### src/rtl/mulseq_pkg.sv
// Shared types and elaboration helpers for the iterative multiplier.
// Sizing functions are evaluated at elaboration time by mulseq.
package mulseq_pkg;

  typedef enum logic [1:0] {
    ST_IDLE = 2'd0,
    ST_BUSY = 2'd1,
    ST_DONE = 2'd2
  } state_e;

  function automatic int cdiv(input int x, input int y);
    return (x + y - 1) / y;
  endfunction

  function automatic int cnt_width(input int n);
    return (n > 1) ? $clog2(n) : 1;
  endfunction

endpackage

### src/rtl/mulseq_pp.sv
// Combinational partial product: unsigned magnitude times a DIGIT-bit slice.
// Result width WIDTH+DIGIT always holds mag * (2^DIGIT - 1).
module mulseq_pp #(
  parameter int WIDTH = 11,
  parameter int DIGIT = 1
) (
  input  logic [WIDTH-1:0]       mag,
  input  logic [DIGIT-1:0]       dig,
  output logic [WIDTH+DIGIT-1:0] pp
);

  localparam int PW = WIDTH + DIGIT;

  always_comb begin
    pp = '0;
    for (int i = 0; i < DIGIT; i++) begin
      if (dig[i]) begin
        pp = pp + (PW'(mag) << i);
      end
    end
  end

endmodule

### src/rtl/mulseq.sv
// Iterative WIDTHxWIDTH multiplier, DIGIT multiplier bits per cycle,
// valid/ready on both sides, unsigned or signed per operation.
module mulseq
  import mulseq_pkg::*;
#(
  parameter int WIDTH = 11,
  parameter int DIGIT = 1
) (
  input  logic               clock,
  input  logic               reset_n,
  input  logic               in_valid,
  output logic               in_ready,
  input  logic [WIDTH-1:0]   a,
  input  logic [WIDTH-1:0]   b,
  input  logic               is_signed,
  output logic               out_valid,
  input  logic               out_ready,
  output logic [2*WIDTH-1:0] p
);

  localparam int N  = cdiv(WIDTH, DIGIT);
  localparam int NB = N * DIGIT;
  localparam int CW = cnt_width(N);
  localparam int PW = WIDTH + DIGIT;
  localparam int AW = 2 * WIDTH + DIGIT;
  localparam int RW = 2 * WIDTH;

  state_e st_q, st_d;

  logic          in_ready_q, in_ready_d;
  logic          out_valid_q, out_valid_d;
  logic [RW-1:0] p_q, p_d;
  logic [WIDTH-1:0] am_q, am_d;
  logic [NB-1:0] bs_q, bs_d;
  logic [AW-1:0] acc_q, acc_d;
  logic [CW-1:0] cnt_q, cnt_d;
  logic          neg_q, neg_d;

  logic             a_neg;
  logic             b_neg;
  logic [WIDTH-1:0] a_mag;
  logic [WIDTH-1:0] b_mag;
  logic [PW-1:0]    pp;
  logic [CW-1:0]    step;
  logic [31:0]      sh;
  logic [AW-1:0]    pp_ext;
  logic [AW-1:0]    acc_sum;
  logic [RW-1:0]    prod;

  mulseq_pp #(
    .WIDTH(WIDTH),
    .DIGIT(DIGIT)
  ) u_pp (
    .mag(am_q),
    .dig(bs_q[DIGIT-1:0]),
    .pp (pp)
  );

  // Iteration index counts up while cnt_q counts down to zero.
  always_comb begin
    a_neg   = is_signed & a[WIDTH-1];
    b_neg   = is_signed & b[WIDTH-1];
    a_mag   = a_neg ? -a : a;
    b_mag   = b_neg ? -b : b;
    step    = CW'(N - 1) - cnt_q;
    sh      = 32'(step) * DIGIT;
    pp_ext  = AW'(pp) << sh;
    acc_sum = acc_q + pp_ext;
    prod    = acc_sum[RW-1:0];
  end

  always_comb begin
    st_d        = st_q;
    in_ready_d  = in_ready_q;
    out_valid_d = out_valid_q;
    p_d         = p_q;
    am_d        = am_q;
    bs_d        = bs_q;
    acc_d       = acc_q;
    cnt_d       = cnt_q;
    neg_d       = neg_q;
    unique case (st_q)
      ST_IDLE: begin
        if (in_valid) begin
          st_d       = ST_BUSY;
          in_ready_d = 1'b0;
          am_d       = a_mag;
          bs_d       = NB'(b_mag);
          neg_d      = is_signed & (a[WIDTH-1] ^ b[WIDTH-1]);
          acc_d      = '0;
          cnt_d      = CW'(N - 1);
        end
      end
      ST_BUSY: begin
        acc_d = acc_sum;
        bs_d  = bs_q >> DIGIT;
        if (cnt_q == '0) begin
          st_d        = ST_DONE;
          out_valid_d = 1'b1;
          p_d         = neg_q ? -prod : prod;
        end else begin
          cnt_d = cnt_q - CW'(1);
        end
      end
      ST_DONE: begin
        if (out_ready) begin
          st_d        = ST_IDLE;
          out_valid_d = 1'b0;
          in_ready_d  = 1'b1;
        end
      end
      default: begin
        st_d        = ST_IDLE;
        in_ready_d  = 1'b1;
        out_valid_d = 1'b0;
      end
    endcase
  end

  always_ff @(posedge clock or negedge reset_n) begin
    if (!reset_n) begin
      st_q        <= ST_IDLE;
      in_ready_q  <= 1'b1;
      out_valid_q <= 1'b0;
      p_q         <= '0;
      am_q        <= '0;
      bs_q        <= '0;
      acc_q       <= '0;
      cnt_q       <= '0;
      neg_q       <= 1'b0;
    end else begin
      st_q        <= st_d;
      in_ready_q  <= in_ready_d;
      out_valid_q <= out_valid_d;
      p_q         <= p_d;
      am_q        <= am_d;
      bs_q        <= bs_d;
      acc_q       <= acc_d;
      cnt_q       <= cnt_d;
      neg_q       <= neg_d;
    end
  end

  assign in_ready  = in_ready_q;
  assign out_valid = out_valid_q;
  assign p         = p_q;

endmodule

### config.mk
export PLATFORM = sky130hd
export DESIGN_NAME = mulseq
export DESIGN_NICKNAME = d
export VERILOG_FILES = /design/src/rtl/mulseq_pkg.sv /design/src/rtl/mulseq_pp.sv /design/src/rtl/mulseq.sv
export SDC_FILE = /design/constraint.sdc
export NUM_CORES = 1
export LEC_CHECK = 0
export BUFFER_PORTS_ARGS = -buffer_cell sky130_fd_sc_hd__buf_2
export CORE_AREA = 2 2 101 103
export DETAILED_ROUTE_END_ITERATION = 7
export DIE_AREA = 0 0 103 105
export PLACE_DENSITY = 0.83
export SLEW_MARGIN = 5
export SYNTH_ARGS = -nofsm -noshare
export SYNTH_HDL_FRONTEND = slang
export SYNTH_HIERARCHICAL = 1
export SYNTH_SLANG_ARGS = --single-unit
### constraint.sdc
create_clock -name clock -period 6.14 [get_ports clock]
set_input_delay 1.842 -clock clock [delete_from_list [all_inputs] [get_ports clock]]
set_output_delay 1.842 -clock clock [all_outputs]
set_load 0.02 [all_outputs]
==> summary.md <==
| Metric | Value |
|---|---|
| Status | complete, no violations |
| Crit-path max FO | 8 |
| Clk buf depth | 2 |
| WL final | 13300 um |
| Initial antenna violation count | 0 |
| DRT antenna net count | 0 |
| Initial DRC count | 408 |
| Die width | 103 um |
| Slew @ Worst Pin | 1.02 ns |
| WP data arrival | 5.14 ns |
| Async S/R FF share, synth | 100% |
| Filler instances | 863 |
| Fin area | 6240 um^2 |
| Slew Limit Fails | 0 |
| Clk sink count | 75 |
| Post-synthesis cell area | 5710 um^2 |
| Setup TNS | 0 ns |
| CP Depth | 17 |
| Avg WL per Cell | 15.4 um |
| Post-Syn Nets | 745 |
| Worst skew pair latency | 0.36 ns |
| CTS tree | yes |
| Critical Path Start Type | register |
| Reg-to-reg endpoint | p[21] |
| DRC viols | 0 |
| CP Class | reg2reg |
| CP Capture Type | register |
| Register area share after synthesis | 32.9% |
| Placed cell area | 6020 um^2 |
| Global route total overflow | 0 |
| Mux contribution to synthesized area | 5.81% |
| Clk_skew | 0.0112 ns |
| Yosys reg bits | 75 |
| Final setup violation count | 0 |
| RSZ-0062 raised after global routing | false |
| Layout cell share with drive strength beyond 1 | 13.1% |
| Worst r2r src | cnt_q[0] |
| PortBufs | 50 |
| Fin cells | 859 |
| Min Tclk post-route | 4.90 ns |
| WP buf/inv | 1 |
| Top FF cell, synth | dfrtp_1 |
| GRT Total Usage | 26.0% |
| Layout Nets | 775 |
| Post-Synth XOR/XNOR Area | 8.72% |
| Global-route wire length before repair | 22500 um |
| Slowest-stage cell, CP | o311ai_1 |
| Final Hold Viols | 0 |
| Main combinational cell family by area after synthesis | compound AO/OA/AOI/OAI gates |
| Syn. warnings | 6 |
| Largest net degree at the start of global routing | 57 |
| Area growth from synthesis to layout | 9.40% |
| Initial Util | 59.2% |
| Ranking of synthesized cells by area | dfrtp_1, o21ai_0, ha_1 |
| Vias per cell | 6.00 |
| Full die area | 10800 um^2 |
| Final worst-path cycle share | 79.8% |
| Number of post-CTS setup repair buffers | 0 |
| R2r setup slk | 1.24 ns |
| Post-cts resize count | 0 |
| Hold Buf Count CTS | 0 |
| Post-synth top area share | 32.4% |
| Worst-path clk slew | 0.08 ns |
| Root buffer cell | clkbuf_8 |
| HPWL after DPL | 10200 um |
| Adder-cell share of the synthesized area | 6.05% |
| Simple-gate area share of the yosys netlist | 21.0% |
| Fmax | 204 MHz |
| Reg2reg path depth | 17 |
| Crit path cell chain | clkinv_1 -> ha_1 -> mux2_2 -> o21ai_0 -> nor2_1 -> a21oi_1 -> nor2_1 -> ha_1 -> a21oi_1 -> o22a_1 -> nand3_1 -> o311ai_1 -> o211a_1 -> nand4b_1 -> o41ai_2 -> xnor2_1 -> o21ai_1 |
| Worst rel slew slack | 32.0% |
| Placeable core region | 9640 um^2 |
| Critical Path Max Stage Delay | 0.58 ns |
| Routability cong. | 0.966 |
| Die height | 105 um |
| Layout Utilization | 64.8% |
| Crit-path leading delay family | compound AO/OA/AOI/OAI gates |
| Pre-antenna DRT Iters | 6 |
| H-tree levels | 3 |
| Post-synthesis compound-gate area fraction | 21.6% |
| CP startpoint | cnt_q[0] |
| Placement Rows | 36 |
| Placed Instances | 843 |
| Hold/Removal Path Class | reg2reg |
| Ports | 51 |
| Vias | 5157 |
| Worst setup endpoint | p[21] |
| CTS buffer count | 9 |
| Post-synth EDFFs | 0 |
| Antenna diodes | 0 |
| Synth cell types | 68 |
| Syn_area_per_cell | 8.26 um^2 |
| Max-cap violations | 0 |
| WP data required | 6.37 ns |
| Cell taking the most area after synthesis | dfrtp_1 |
| Mapped Cells | 691 |
| Number of global-route vias before repair | 4914 |
worst register-to-register path: stages (launching register included):
cell      delay (ns)
dfrtp_1         0.36
clkinv_1        0.18
ha_1            0.47
mux2_2          0.38
o21ai_0         0.35
nor2_1          0.08
a21oi_1         0.20
nor2_1          0.07
ha_1            0.39
a21oi_1         0.29
o22a_1          0.23
nand3_1         0.13
o311ai_1        0.58
o211a_1         0.30
nand4b_1        0.18
o41ai_2         0.36
xnor2_1         0.16
o21ai_1         0.07
cell usage after synthesis, drive strengths merged, types with 3 or more instances:
cell type	count
nor3b	3
a211oi	6
nand3b	3
mux2i	23
clkbuf	33
nor3	16
inv	12
o22ai	3
nand2	81
nor2b	5
xor2	21
nor2	45
nand3	38
nand4	7
dfrtp	74
o21ai	89
a21o	8
xnor2	35
and2	13
ha	26
nand2b	7
a22oi	10
and4	3
o31ai	5
and3	4
or2	3
nor4	3
a31oi	6
a21oi	51
mux2	5
or3	9
buf	7
per-stage QoR:
stage                     setup WS (ns)  hold slack [ns]
after floorplan                    1.50            0.438
after global placement             1.57            0.455
after detailed placement           1.34            0.465
after CTS                          1.32            0.482
after global routing              0.807            0.506
final                              1.24            0.475
state kept, by name, summed over array words and instances, names as in the netlist:
| register | flops |
|---|---|
| in_ready | 1 |
| p | 22 |
| neg_q | 1 |
| am_q | 11 |
| out_valid | 1 |
| cnt_q | 4 |
| st_q | 2 |
| acc_q | 22 |
| bs_q | 11 |
worst min path at each step:
stage | start | endpoint | depth (start not counted)
6_report | p[5] | p[5] | 2
5_1_grt | p[5] | p[5] | 2
3_5_place_dp | p[5] | p[5] | 2
2_1_floorplan | am_q[10] | am_q[10] | 2
3_3_place_gp | p[13] | p[13] | 2
4_1_cts | p[5] | p[5] | 2
routing by layer:
layer	wire [um]	GRT usage [%]
met5	0	0
met4	473	12.1
met3	906	4.08
met2	6170	42.7
met1	5720	33.2
cells by family after synthesis:
family	count (synthesis)
flops	75
simple gates	245
mux	30
other cells	1
compound gates	204
fa+ha+maj	27
buf+inv	53
xor+xnor	56
area by class of cell:
type	instances	area (um^2)	share of cell area (%)
clock inverter	7	98.8	1.58
multi-input combinational	563	3610	57.8
sequential	75	1880	30.1
timing repair buffer	59	318	5.09
clock buffer	9	124	1.98
inverter	13	48.8	0.781
tap	133	166	2.66
cell usage in the layout, fill, tap and decap left out, drive strengths merged, types with 3 or more instances in the layout:
| cell | Yosys | layout |
|---|---|---|
| mux2 | 5 | 5 |
| nor2b | 5 | 5 |
| nor4 | 3 | 3 |
| a31oi | 6 | 6 |
| dfrtp | 74 | 74 |
| a21oi | 51 | 51 |
| o21ai | 89 | 89 |
| inv | 12 | 14 |
| or3 | 9 | 9 |
| nand4 | 7 | 7 |
| a211oi | 6 | 6 |
| nor3b | 3 | 3 |
| and4 | 3 | 3 |
| o31ai | 5 | 5 |
| a21o | 8 | 8 |
| xnor2 | 35 | 35 |
| mux2i | 23 | 23 |
| nand2b | 7 | 7 |
| and3 | 4 | 4 |
| nand2 | 81 | 81 |
| nand3 | 38 | 38 |
| clkinv | 1 | 3 |
| ha | 26 | 26 |
| nor3 | 16 | 16 |
| nand3b | 3 | 3 |
| o22ai | 3 | 3 |
| or2 | 3 | 3 |
| xor2 | 21 | 21 |
| clkbuf | 33 | 9 |
| a22oi | 10 | 10 |
| nor2 | 45 | 45 |
| buf | 7 | 59 |
| and2 | 13 | 13 |
Power is left out: the tool's default activity adds up to more than one toggle a clock period on the data nets, which glitch-free logic cannot reach.
